$ cat src/rtl/icache_req_arb.sv
// rtl/icache_req_arb.sv - demand/prefetch arbiter and outstanding-request tracker for the icache port
module icache_req_arb #(
    parameter int N_OUTST     = 4,
    parameter int STARVE_MAX  = 3,
    parameter int ID_W        = 4,
    parameter int CL_SZ_WORDS = 4,
    parameter int SLOT_W      = (N_OUTST > 1) ? $clog2(N_OUTST) : 1,
    parameter int LINE_W      = CL_SZ_WORDS * 32
) (
    input  logic              clk,
    input  logic              reset,
    input  logic              dm_req_valid,
    output logic              dm_req_ready,
    input  logic [31:0]       dm_req_addr,
    input  logic [ID_W-1:0]   dm_req_id,
    input  logic              pf_req_valid,
    output logic              pf_req_ready,
    input  logic [31:0]       pf_req_addr,
    input  logic [ID_W-1:0]   pf_req_id,
    input  logic              flush,
    output logic              ic_req_valid,
    output logic [31:0]       ic_req_addr,
    output logic [SLOT_W-1:0] ic_req_id,
    input  logic              ic_rsp_valid,
    input  logic [SLOT_W-1:0] ic_rsp_id,
    input  logic [LINE_W-1:0] ic_rsp_data,
    output logic              dm_rsp_valid,
    output logic [ID_W-1:0]   dm_rsp_id,
    output logic [LINE_W-1:0] dm_rsp_data,
    output logic              pf_rsp_valid,
    output logic [ID_W-1:0]   pf_rsp_id,
    output logic [LINE_W-1:0] pf_rsp_data,
    output logic              busy
);

    localparam int CNT_W = $clog2(STARVE_MAX + 1);
    localparam logic [CNT_W-1:0] STARVE_LIM = CNT_W'(STARVE_MAX);

    // Slot table: src 0 = demand, 1 = prefetch; killed marks demand lines made stale by flush
    logic [N_OUTST-1:0] slot_valid;
    logic [N_OUTST-1:0] slot_src;
    logic [N_OUTST-1:0] slot_killed;
    logic [ID_W-1:0]    slot_orig_id [N_OUTST];
    logic [CNT_W-1:0]   starve_cnt;

    logic              free_avail;
    logic [SLOT_W-1:0] free_idx;
    logic              dm_grant;
    logic              pf_grant;
    logic              grant;
    logic              rsp_live;
    logic              rsp_src;
    logic [ID_W-1:0]   rsp_orig_id;

    // Lowest-index free slot, taken from registered state only (no reuse of a slot freed this cycle)
    always_comb begin
        free_idx = '0;
        for (int i = N_OUTST - 1; i >= 0; i--) begin
            if (!slot_valid[i]) begin
                free_idx = SLOT_W'(i);
            end
        end
    end

    assign free_avail = ~&slot_valid;

    // Demand normally wins; it backs off during flush and when the prefetcher has waited too long
    assign dm_req_ready = free_avail & ~flush & ~reset
                        & ~(pf_req_valid & (starve_cnt == STARVE_LIM));
    assign pf_req_ready = free_avail & ~reset & ~(dm_req_valid & dm_req_ready);

    assign dm_grant = dm_req_valid & dm_req_ready;
    assign pf_grant = pf_req_valid & pf_req_ready;
    assign grant    = dm_grant | pf_grant;

    assign ic_req_valid = grant;
    assign ic_req_addr  = dm_grant ? dm_req_addr : pf_req_addr;
    assign ic_req_id    = free_idx;

    // Response lookup: route live lines back to their requester with the original id
    always_comb begin
        rsp_live    = ic_rsp_valid & slot_valid[ic_rsp_id] & ~slot_killed[ic_rsp_id];
        rsp_src     = slot_src[ic_rsp_id];
        rsp_orig_id = slot_orig_id[ic_rsp_id];
    end

    // A demand line landing in the flush cycle is already stale, so it is dropped too
    assign dm_rsp_valid = rsp_live & ~rsp_src & ~flush & ~reset;
    assign dm_rsp_id    = rsp_orig_id;
    assign dm_rsp_data  = ic_rsp_data;
    assign pf_rsp_valid = rsp_live & rsp_src & ~reset;
    assign pf_rsp_id    = rsp_orig_id;
    assign pf_rsp_data  = ic_rsp_data;

    assign busy = |slot_valid;

    // Slot table update: retire on response, kill demand slots on flush, then fill the granted slot
    always_ff @(posedge clk) begin
        if (reset) begin
            slot_valid  <= '0;
            slot_src    <= '0;
            slot_killed <= '0;
            for (int i = 0; i < N_OUTST; i++) begin
                slot_orig_id[i] <= '0;
            end
        end else begin
            if (ic_rsp_valid) begin
                slot_valid[ic_rsp_id] <= 1'b0;
            end
            if (flush) begin
                slot_killed <= slot_killed | (slot_valid & ~slot_src);
            end
            if (grant) begin
                slot_valid[free_idx]   <= 1'b1;
                slot_src[free_idx]     <= pf_grant;
                slot_orig_id[free_idx] <= pf_grant ? pf_req_id : dm_req_id;
                slot_killed[free_idx]  <= 1'b0;
            end
        end
    end

    // Count back-to-back demand wins while the prefetcher waits; saturates at the limit
    always_ff @(posedge clk) begin
        if (reset) begin
            starve_cnt <= '0;
        end else if (dm_grant && pf_req_valid) begin
            if (starve_cnt != STARVE_LIM) begin
                starve_cnt <= starve_cnt + CNT_W'(1);
            end
        end else if (pf_grant || !pf_req_valid) begin
            starve_cnt <= '0;
        end
    end

    rsp_to_live_slot: assert property (@(posedge clk) disable iff (reset)
        ic_rsp_valid |-> slot_valid[ic_rsp_id]);

endmodule

$ cat config.mk
export PLATFORM = sky130hd
export DESIGN_NAME = icache_req_arb
export DESIGN_NICKNAME = d
export VERILOG_FILES = /design/src/rtl/icache_req_arb.sv
export SDC_FILE = /design/constraint.sdc
export NUM_CORES = 1
export LEC_CHECK = 0
export BUFFER_PORTS_ARGS = -buffer_cell sky130_fd_sc_hd__buf_2
export CAP_MARGIN = 20
export CORE_AREA = 2 2 200 202
export CTS_BUF_LIST = sky130_fd_sc_hd__clkbuf_2 sky130_fd_sc_hd__clkbuf_4 sky130_fd_sc_hd__clkbuf_8
export CTS_CLUSTER_SIZE = 8
export DETAILED_ROUTE_END_ITERATION = 7
export DIE_AREA = 0 0 202 204
export PLACE_DENSITY_LB_ADDON = 0.25
export SLEW_MARGIN = 20
export SYNTH_ARGS = -nofsm -noshare
export SYNTH_HDL_FRONTEND = slang
export SYNTH_SLANG_ARGS = --single-unit
$ cat constraint.sdc
create_clock -name clk -period 1.85 [get_ports clk]
set_input_delay 0.4625 -clock clk [delete_from_list [all_inputs] [get_ports clk]]
set_output_delay 0.4625 -clock clk [all_outputs]
set_load 0.1 [all_outputs]
==> run summary <==
The level count of the clock H-tree is 2. The number of sinks on the clock net is 30. The number of nets with antenna violations after routing is 0. Dividing total power by cell area gives a power density of 586 nW/um2. The top-level I/O count came out at between 500 and 600.

The transition time of the tightest slew-check pin is ~0.44 ns. The most frequent standard cell in the layout excluding fill and tap cells is buf_2. The final number of max-transition violations came out at 0. The Yosys warning count is 0. The largest incremental delay on the critical path is 0.33 ns. The maximum clock frequency came out at between 400 and 500 MHz.

STA classifies the critical path startpoint as a flop. The cell sitting at the root of the clock tree is a clkbuf_8. The clock buffer count from CTS is 5. The source-to-sink clock delay at the later pin of the worst-skew pair is 0.28 ns. The clock input transition at the sequential cells of the worst setup and hold paths is about 0.06 ns. The reported max-cap violation count came out at 0. By instance count, the cell type seen most on the critical path is buf_12. The tightest min-delay check is of the reg2reg type. The final reports fail on setup timing. The area added between synthesis and finish came out at 19.1%. The total power consumption of the routed design came out at roughly 2.8 mW. The height of the die came out at between 200 and 250 um. The post-route netlist has between 70% and 80% of its cells at a drive strength greater than 1. The routed length per placed instance came out at between 15 and 20 um. The initial antenna violation count is 2. The effective utilization at floorplan is about a tenth. The post-detailed-route DRC marker count came out at 0. The summed instance area of the synthesized netlist came out at between 4000 and 5000 um2.

The CTS tree is done. The post-cts hold buffer count came out at 0. The worst setup path is of the reg2out kind. The reported leakage power came out at a little under 2 nW. At the placement stage, the worst setup path has a slack of -0.409 ns. The number of global-route vias before repair is roughly 2600. The slowest stage of the critical path is the dfxtp_2 cell. The area of the die is just over 40000 um2. Counting flops and latches in the post-synthesis netlist gives 30. After the last flow step, the layout net total stands at 578. The library cells used most frequently in the layout, excluding fill and tap cells, are buf_2 (77), buf_4 (48), buf_12 (46), mux2_4 (31).

The largest fanout on the critical path is 14. The global-route wire length before repair is ~22000 um. At the end of routability-driven placement, the weighted congestion stood at slightly below 0.7. Dividing the synthesized area by the synthesized cell count gives between 8 and 9 um2.

The total vias in the final route came out at between 2000 and 2500. The critical path goes through a41oi_4 -> nand3_4 -> buf_12 -> mux2_4 -> buf_12. The repair_antennas step left the layout with diodes totalling 0. The minimum period implied by the final worst setup slack came out at ~2.2 ns. At the worst endpoint, the required time is approximately 1.4 ns. Synthesis produced a netlist whose cell count is ~450. The via density per instance is around 2.8. The synthesized design spends more area on one cell type than any other, namely buf_4.

After floorplanning, the core was sized to cover just under 40000 um2. The final number of hold-violating endpoints is 0. The type of element capturing the critical path is an output pin. The filler cell count is 4451. After global routing the overflow that remains totals 0. Setup repair after global routing could not meet its margin everywhere.

The flow ran to the end, but the final reports show violations. By area the synthesized netlist is led by buf_4 (49%), edfxtp_1 (12%), mux2_4 (11%). In this run the biggest area consumer among cell types represents between 40 and 50% of the synthesized area.

The count of buffers from port buffering came out at around 130. The worst pin sits at a relative slew slack of between 70% and 80%. The setup TNS came out at -12.61 ns. In this run the deepest clock path goes through 2 buffers. The worst IR drop on VDD came out at between 0.00015 and 0.0002 V. The largest net degree at the start of global routing is 20. The total instance count after detailed placement is between 800 and 900. The count of different cell masters after synthesis came out at 36. From left edge to right edge, the die measures roughly 200 um. The final worst-path cycle share came out at 119%. After synthesis, flip-flops and latches occupy a little under a fifth of the total area.

The number of nets in the synthesized netlist is around 660. The non-filler instance count after layout is ~900. The initialized floorplan defines 73 standard-cell rows. The critical path arrival came out at ~1.8 ns.

Before antenna repair, the detailed router went through 4 iterations. The setup slack after layout is -0.360 ns. The final layout contains routed wiring with a total length of approximately 17000 um. The violation count after the first detailed-routing iteration came out at 83.

The clock skew is between 0.007 and 0.008 ns. The final-report setup violation count came out at 47. The half-perimeter wire length of the detailed placement result is 14800 um. In the global route stage, overall resource usage came out at under 10%.
## report_power, final
part           switching, mW  internal (mW)
combinational          0.910          0.599
clock                  0.259          0.273
sequential            0.0158          0.741
## cell usage after synthesis
library cell / instances
a22oi_1: 5
clkbuf_1: 6
nand2b_1: 8
o21bai_1: 1
a21oi_1: 11
nor2_1: 18
nor3b_1: 1
mux2_2: 5
buf_4: 261
or2_2: 1
or3_1: 1
o22ai_1: 2
a31oi_1: 3
o21a_1: 1
a41oi_4: 1
nand3_1: 2
o21ai_0: 7
edfxtp_1: 16
inv_1: 6
o31ai_1: 1
mux2_4: 30
nor3_1: 12
mux4_2: 5
nand3_4: 1
nand4b_1: 1
or4_1: 1
dfxtp_1: 14
buf_2: 3
nand2_1: 8
a41o_1: 1
nor2b_1: 4
a211oi_1: 2
a21oi_2: 1
mux2i_1: 1
ha_1: 1
buf_6: 4
## flip-flops by register name, indices dropped and copies added, names as in the netlist
signal,cells
slot_orig_id,16
slot_killed,4
slot_src,4
slot_valid,4
starve_cnt,2
## cell type report
class | instances | area, um2 | area share [%]
inverters | 6 | 22.5 | 0.472
flip-flops and latches | 30 | 767 | 16.1
clock buffers | 6 | 76.3 | 1.60
well taps | 525 | 657 | 13.8
repair buffers | 190 | 1890 | 39.6
clock inverters | 2 | 8.76 | 0.184
multi-input cells | 136 | 1350 | 28.3
## cell families (layout without fill, tap and decap cells)
| logic type | Yosys count | count (layout) | synth area share, % |
|---|---|---|---|
| AO/OA/AOI/OAI | 36 | 36 | 6.06 |
| AND/OR/NAND/NOR | 58 | 58 | 7.40 |
| flip-flops | 30 | 30 | 19.0 |
| buffers and inverters | 280 | 204 | 51.5 |
| multiplexers | 41 | 41 | 15.7 |
| adder cells (fa/ha/maj) | 1 | 1 | 0.312 |
## metrics by stage
| step | cell area [um2] | hold slack, ns | util [%] |
|---|---|---|---|
| final | 4770 | 0.466 | 12.2 |
| after global routing | 4770 | 0.497 | 12.2 |
| after CTS | 4730 | 0.477 | 12.1 |
| after detailed placement | 4370 | 0.461 | 11.2 |
| after global placement | 4370 | 0.455 | 11.2 |
| after floorplan | 4210 | 0.431 | - |
## routing by layer
metal  global-route usage, %  vias to the layer above  routed length, um
met3                    7.19                       55               3420
met2                    12.5                      329               8280
met5                   0.476                        -                  0
li1                        -                     1055                  -
met1                    6.34                     1034               4550
met4                    3.05                        0                615
## worst paths after layout
| check | startpoint | to | slack, ns | depth (start not counted) |
|---|---|---|---|---|
| max | slot_valid[1] | ic_req_addr[16] | -0.36 | 5 |
| min | starve_cnt[1] | starve_cnt[1] | 0.47 | 2 |
| max reg2reg | slot_valid[1] | slot_orig_id[1][2] | 0.09 | 10 |
| min reg2reg | starve_cnt[1] | starve_cnt[1] | 0.47 | 2 |
## critical path: cells and delay by family (launching register included)
family / cells / cell delay, ns
buf+inv: 2 / 0.37
flops: 1 / 0.33
mux: 1 / 0.32
compound gates: 1 / 0.26
simple gates: 1 / 0.16
## repair_timing
action,CTS,global route
pin swaps,12,3
endpoints found under the setup margin,48,49
resized for setup,56,9
setup buffers,10,4
hold endpoints to repair,0,0
(Power assumes the default switching activity.)
